`src/rtl/bin2bcd_seq_if.sv`:
```
// Handshake and result bundle for bin2bcd_seq: the requester drives start/bin,
// the converter returns busy/done and the latched BCD, 7-segment and overflow results.
interface bin2bcd_seq_if #(
  parameter int BIN_W  = 8,
  parameter int DIGITS = 3
);
  logic                  start_i;
  logic [BIN_W-1:0]      bin_i;
  logic                  busy_o;
  logic                  done_o;
  logic                  ovf_o;
  logic [4*DIGITS-1:0]   bcd_o;
  logic [7*DIGITS-1:0]   seg_o;

  modport master (output start_i, bin_i, input busy_o, done_o, ovf_o, bcd_o, seg_o);
  modport slave  (input start_i, bin_i, output busy_o, done_o, ovf_o, bcd_o, seg_o);
endinterface

```
`src/rtl/bin2bcd_seq.sv`:
```
// Iterative double-dabble binary-to-BCD converter, one input bit per clock, with 7-seg decode.
// Define BIN2BCD_LZ_BLANK_EN to blank leading-zero digits (digit 0 always shown).
module bin2bcd_seq #(
  parameter int BIN_W  = 8,
  parameter int DIGITS = 3
) (
  input  logic          clk_i,
  input  logic          rst_i,
  bin2bcd_seq_if.slave  bus
);
  localparam int CNT_W = $clog2(BIN_W + 1);
  localparam int BCD_W = 4 * DIGITS;
  localparam int SEG_W = 7 * DIGITS;

  typedef enum logic [1:0] {IDLE, SHIFT, XFER} state_t;

  function automatic logic [6:0] seg_of(input logic [3:0] d);
    case (d)
      4'd0:    seg_of = 7'b0000001;
      4'd1:    seg_of = 7'b1001111;
      4'd2:    seg_of = 7'b0010010;
      4'd3:    seg_of = 7'b0000110;
      4'd4:    seg_of = 7'b1001100;
      4'd5:    seg_of = 7'b0100100;
      4'd6:    seg_of = 7'b0100000;
      4'd7:    seg_of = 7'b0001111;
      4'd8:    seg_of = 7'b0000000;
      4'd9:    seg_of = 7'b0000100;
      default: seg_of = 7'b1111111;
    endcase
  endfunction

  function automatic logic [SEG_W-1:0] seg_reset();
    logic [SEG_W-1:0] r;
    for (int k = 0; k < DIGITS; k++) begin
`ifdef BIN2BCD_LZ_BLANK_EN
      r[7*k +: 7] = (k == 0) ? 7'b0000001 : 7'b1111111;
`else
      r[7*k +: 7] = 7'b0000001;
`endif
    end
    return r;
  endfunction

  localparam logic [SEG_W-1:0] SEG_RST = seg_reset();

  state_t           state;
  logic [BIN_W-1:0] bin_sr;
  logic [BCD_W-1:0] scratch;
  logic [BCD_W-1:0] scratch_adj;
  logic             ovf_s;
  logic [CNT_W-1:0] cnt;
  logic [SEG_W-1:0] seg_dec;

  // Add-3 correction on every digit before the shift; carries never cross digits.
  always_comb begin
    scratch_adj = scratch;
    for (int k = 0; k < DIGITS; k++) begin
      if (scratch[4*k +: 4] >= 4'd5) scratch_adj[4*k +: 4] = scratch[4*k +: 4] + 4'd3;
    end
  end

`ifdef BIN2BCD_LZ_BLANK_EN
  logic lz;
  always_comb begin
    seg_dec = '0;
    lz      = 1'b1;
    // lz stays set while this digit and every more-significant one are zero.
    for (int k = DIGITS - 1; k >= 0; k--) begin
      lz = lz && (scratch[4*k +: 4] == 4'd0);
      seg_dec[7*k +: 7] = (lz && k != 0) ? 7'b1111111 : seg_of(scratch[4*k +: 4]);
    end
  end
`else
  always_comb begin
    seg_dec = '0;
    for (int k = 0; k < DIGITS; k++) seg_dec[7*k +: 7] = seg_of(scratch[4*k +: 4]);
  end
`endif

  // NOTE: sequential state uses non-blocking assignments so every register samples pre-edge values.
  always_ff @(posedge clk_i) begin
    if (rst_i) begin
      state       <= IDLE;
      bus.busy_o  <= 1'b0;
      bus.done_o  <= 1'b0;
      bus.ovf_o   <= 1'b0;
      bus.bcd_o   <= '0;
      bus.seg_o   <= SEG_RST;
      // NOTE: scratch datapath is cleared too; reset also abandons a conversion in flight.
      bin_sr      <= '0;
      scratch     <= '0;
      ovf_s       <= 1'b0;
      cnt         <= '0;
    end else begin
      bus.done_o <= 1'b0;
      case (state)
        IDLE: begin
          if (bus.start_i) begin
            bin_sr     <= bus.bin_i;
            scratch    <= '0;
            ovf_s      <= 1'b0;
            cnt        <= CNT_W'(BIN_W);
            bus.busy_o <= 1'b1;
            state      <= SHIFT;
          end
        end
        SHIFT: begin
          // Any 1 leaving the top digit means the value needs more than DIGITS digits.
          ovf_s   <= ovf_s | scratch_adj[BCD_W-1];
          scratch <= {scratch_adj[BCD_W-2:0], bin_sr[BIN_W-1]};
          bin_sr  <= bin_sr << 1;
          cnt     <= cnt - CNT_W'(1);
          if (cnt == CNT_W'(1)) state <= XFER;
        end
        XFER: begin
          bus.bcd_o  <= scratch;
          bus.ovf_o  <= ovf_s;
          bus.seg_o  <= seg_dec;
          bus.done_o <= 1'b1;
          bus.busy_o <= 1'b0;
          state      <= IDLE;
        end
        default: begin
          bus.busy_o <= 1'b0;
          state      <= IDLE;
        end
      endcase
    end
  end
endmodule

```
`src/flat_wrapper.sv`:
```
// flat-port wrapper written by rule: the top's interface ports become plain ports
module bin2bcd_seq_flat 
#(
  parameter int BIN_W  = 8,
  parameter int DIGITS = 3
)
  (clk_i, rst_i, bus_start_i, bus_bin_i, bus_busy_o, bus_done_o, bus_ovf_o, bus_bcd_o, bus_seg_o);
  bin2bcd_seq_if #(.BIN_W(BIN_W), .DIGITS(DIGITS)) bus_i ();
  input  logic clk_i;
  input  logic rst_i;
  input wire logic [$bits(bus_i.start_i)-1:0] bus_start_i;
  input wire logic [$bits(bus_i.bin_i)-1:0] bus_bin_i;
  output wire logic [$bits(bus_i.busy_o)-1:0] bus_busy_o;
  output wire logic [$bits(bus_i.done_o)-1:0] bus_done_o;
  output wire logic [$bits(bus_i.ovf_o)-1:0] bus_ovf_o;
  output wire logic [$bits(bus_i.bcd_o)-1:0] bus_bcd_o;
  output wire logic [$bits(bus_i.seg_o)-1:0] bus_seg_o;
  assign bus_i.start_i = bus_start_i;
  assign bus_i.bin_i = bus_bin_i;
  assign bus_busy_o = bus_i.busy_o;
  assign bus_done_o = bus_i.done_o;
  assign bus_ovf_o = bus_i.ovf_o;
  assign bus_bcd_o = bus_i.bcd_o;
  assign bus_seg_o = bus_i.seg_o;
  bin2bcd_seq #(.BIN_W(BIN_W), .DIGITS(DIGITS)) u_core (.clk_i(clk_i), .rst_i(rst_i), .bus(bus_i));
endmodule
```
`config.mk`:
```
export PLATFORM = sky130hd
export DESIGN_NAME = bin2bcd_seq_flat
export DESIGN_NICKNAME = d
export VERILOG_FILES = /design/src/rtl/bin2bcd_seq_if.sv /design/src/rtl/bin2bcd_seq.sv /design/src/flat_wrapper.sv
export SDC_FILE = /design/constraint.sdc
export NUM_CORES = 1
export LEC_CHECK = 0
export CORE_ASPECT_RATIO = 1.1
export CORE_UTILIZATION = 30
export CTS_CLUSTER_DIAMETER = 50
export DETAILED_ROUTE_END_ITERATION = 8
export PLACE_DENSITY = 0.58
export SYNTH_ARGS = -nofsm -noshare
export SYNTH_HDL_FRONTEND = slang
export SYNTH_SLANG_ARGS = --single-unit
```
`constraint.sdc`:
```
create_clock -name clk_i -period 4.6 [get_ports clk_i]
set_input_delay 0.92 -clock clk_i [delete_from_list [all_inputs] [get_ports clk_i]]
set_output_delay 0.92 -clock clk_i [all_outputs]
set_load 0.01 [all_outputs]
```
==> flow_summary.yaml <==
hold_path:
  hold_end: "u_core.bus.seg_o[8]"
  holdPathStages: 2
  hp-class: "reg -> reg"
  hold_start: "u_core.bus.seg_o[8]"
finish:
  n_antenna_cell: 0
  drive_gt1_share_pct: 8.173
  area_growth_pct: 21.88
  stdcell_count: 536
  final_nets: 440
logic_synthesis:
  syn-cell-area_um2: 3122
  yosys-top-cells-count: "dfxtp_1 (63), a21oi_1 (48), nor2_1 (47)"
  yosysMostFrequentCell: "dfxtp_1"
  synth_top_area_cell: "dfxtp_1"
  synth_cell_types: 47
  seq_area_frac_synth_pct: 40.40
  syn-num-nets: 407
  netlist.area_leader.share_pct: 40.40
  synth.avg_cell_area_um2: 8.259
  ys_seq_elements: 63
  netlist_instances: 378
  synth.area.top_cells: "dfxtp_1 (40%), a21oi_1 (7.7%), ha_1 (7.2%)"
  synth_edf_count: 0
  ys.warnings.count: 0
  ys.flop_type: "dfxtp_1"
  async_flop_share_pct: 0
global_route:
  overflow: 0
  antenna_found_initial: 0
  grt_use_total_pct: 13.66
  grt_pass1_wl_um: 11810
  grt_pass1_vias: 2466
  grt_max_degree: 57
floorplanning:
  rows: 38
  die_h_um: 109.0
  initial_utilization_pct: 31.27
  io_pins: 47
  core-area_um2: 9985
  fp.dieArea_um2: 10820
  die_x_um: 99.26
sta:
  finalClockSkew_ps: 8.744
  setup_violations: 0
  tns_ps: 0
  drv_slew: 0
  tightest_slew_ps: 1012
  finalCritPeriodShare_pct: 51.26
  finalHoldViolCount: 0
  slew_headroom_pct: 32.52
  fmax_mhz: 424.1
  fin_crit_ps: 2358
  grt_setup_unrepaired: "false"
setup_path:
  slowest_delay_ps: 840
  crit_type: "in -> reg"
  critPathRequiredTime_ps: 4780
  reg2reg_from: "u_core.state[0]"
  path_cells: "clkdlybuf4s50_1 -> nor2b_1 -> a21oi_1 -> o21ai_0 -> a21oi_1"
  critPathTopFamily: "buffers and inverters"
  cp_slowest_cell: "clkdlybuf4s50_1"
  reg2reg_depth: 4
  r2r_setup_slack_ps: 2660
  worstPathArrival_ps: 2540
  end_kind: "register"
  worst_path_most_repeated_cell: "a21oi_1"
  crit_fanout: 18
  cp_num_buf_inv: 1
  critical_path_depth: 5
  critical_path.startpoint_type: "primary input"
  r2r_end: "u_core.bus.seg_o[15]"
routing:
  drtIter0Drc: 109
  routed_wl_um: 6958
  drt-pass1-iter-count: 4
  ant_nets: 0
  dr_total_vias: 2654
  viasPerCell: 4.951
  remaining_drc_errors: 0
  wl_per_cell_um: 12.98
clock_tree:
  post-cts-setup-buffers: 0
  cts_inserted_buffers: 9
  clockRootBuffer: "clkbuf_8"
  htreeDepth: 3
  clkTransAtPathRegs_ps: 70
  cts.sinks: 63
  clk_latency_ps: 340
  ctsLongestPathBuffers: 2
  cts_tree: "built"
  ctsResizeCount: 0
  postCtsHoldBufs: 0
power:
  leakagePower_nw: 1.360
  max-vdd-ir-drop_mv: 0.1220
  total_power_mw: 1.164
  power.density_nw_per_um2: 306.0
place:
  place_inst: 520
  dp.final_hpwl_um: 4583
  port_buffers: 46
  place_congestion: 0.8036
run:
  cap_violations: 0
status:
  status: "finished, final reports clean"
-- stage by stage --
stage	area (um2)	util (%)	hold slack, ps	setup slack (ps)
2_1_floorplan	3122	-	444.6	2760
3_3_place_gp	3596	36.02	446.5	1937
3_5_place_dp	3596	36.02	447.9	1886
4_1_cts	3805	38.11	457.7	2248
5_1_grt	3805	38.11	477.2	2054
6_report	3805	38.11	454.2	2242
-- per-layer routing --
| layer | GRT usage [%] | up-vias | routed length [um] |
|---|---|---|---|
| li1 | - | 1387 | - |
| met1 | 17.81 | 1208 | 3484 |
| met2 | 21.97 | 54 | 3131 |
| met3 | 3.846 | 5 | 294 |
| met4 | 4.097 | 0 | 48 |
| met5 | 0 | - | 0 |
-- layout make-up --
class | instances | area [um2]
fill | 1038 | 6180
multi-input combinational | 264 | 1620
sequential | 63 | 1261
timing repair buffer | 48 | 470.5
clock buffer | 13 | 168.9
tap | 120 | 150.1
inverter | 25 | 93.84
clock inverter | 3 | 40.04
-- placed cells by master (no fill, tap or decap), types with 4 or more instances in the layout --
| cell type | synthesis | final |
|---|---|---|
| a211oi_1 | 11 | 11 |
| a21oi_1 | 48 | 48 |
| a22o_2 | 5 | 5 |
| a31oi_1 | 5 | 5 |
| clkbuf_8 | 0 | 12 |
| clkdlybuf4s50_1 | 0 | 45 |
| dfxtp_1 | 63 | 63 |
| ha_1 | 18 | 18 |
| inv_1 | 24 | 24 |
| mux2i_1 | 4 | 4 |
| nand2_1 | 42 | 42 |
| nand2b_1 | 4 | 4 |
| nor2_1 | 47 | 47 |
| nor3_1 | 5 | 5 |
| o211ai_1 | 6 | 6 |
| o21ai_0 | 16 | 16 |
| o221ai_1 | 4 | 4 |
| o22ai_1 | 5 | 5 |
| xnor2_1 | 4 | 4 |
-- registers in the layout (all words and copies together), names as in the netlist, 2 cells and up --
| name | count |
|---|---|
| u_core.cnt | 4 |
| u_core.scratch | 12 |
| u_core.bus.bcd_o | 12 |
| u_core.state | 2 |
| u_core.bin_sr | 8 |
| u_core.bus.seg_o | 21 |
-- where the power goes --
group / total, mW / switching (mW) / internal (mW)
clock: 0.503 / 0.210 / 0.293
combinational: 0.0866 / 0.0481 / 0.0386
sequential: 0.575 / 0.0157 / 0.559
total: 1.16 / 0.273 / 0.891
-- cell families after synthesis --
group,after synthesis,synth area share [%]
buf+inv,51,7.695
flops,63,40.40
simple gates,116,16.95
fa+ha+maj,18,7.215
mux,6,2.004
compound gates,119,24.33
xor+xnor,5,1.403
-- worst register-to-register path: stages, from the launching register on --
cell	delay (ps)
dfxtp_1	850
nand2b_4	480
nor3_1	140
a221oi_1	270
nor2_1	70
-- how the worst max path moves through the flow --
stage | startpoint | endpoint
2_1_floorplan | bus_start_i | u_core.scratch[1]
3_3_place_gp | bus_start_i | u_core.scratch[9]
3_5_place_dp | bus_start_i | u_core.scratch[6]
4_1_cts | bus_start_i | u_core.scratch[6]
5_1_grt | bus_start_i | u_core.scratch[7]
6_report | bus_start_i | u_core.scratch[7]
(Power assumes the default switching activity.)
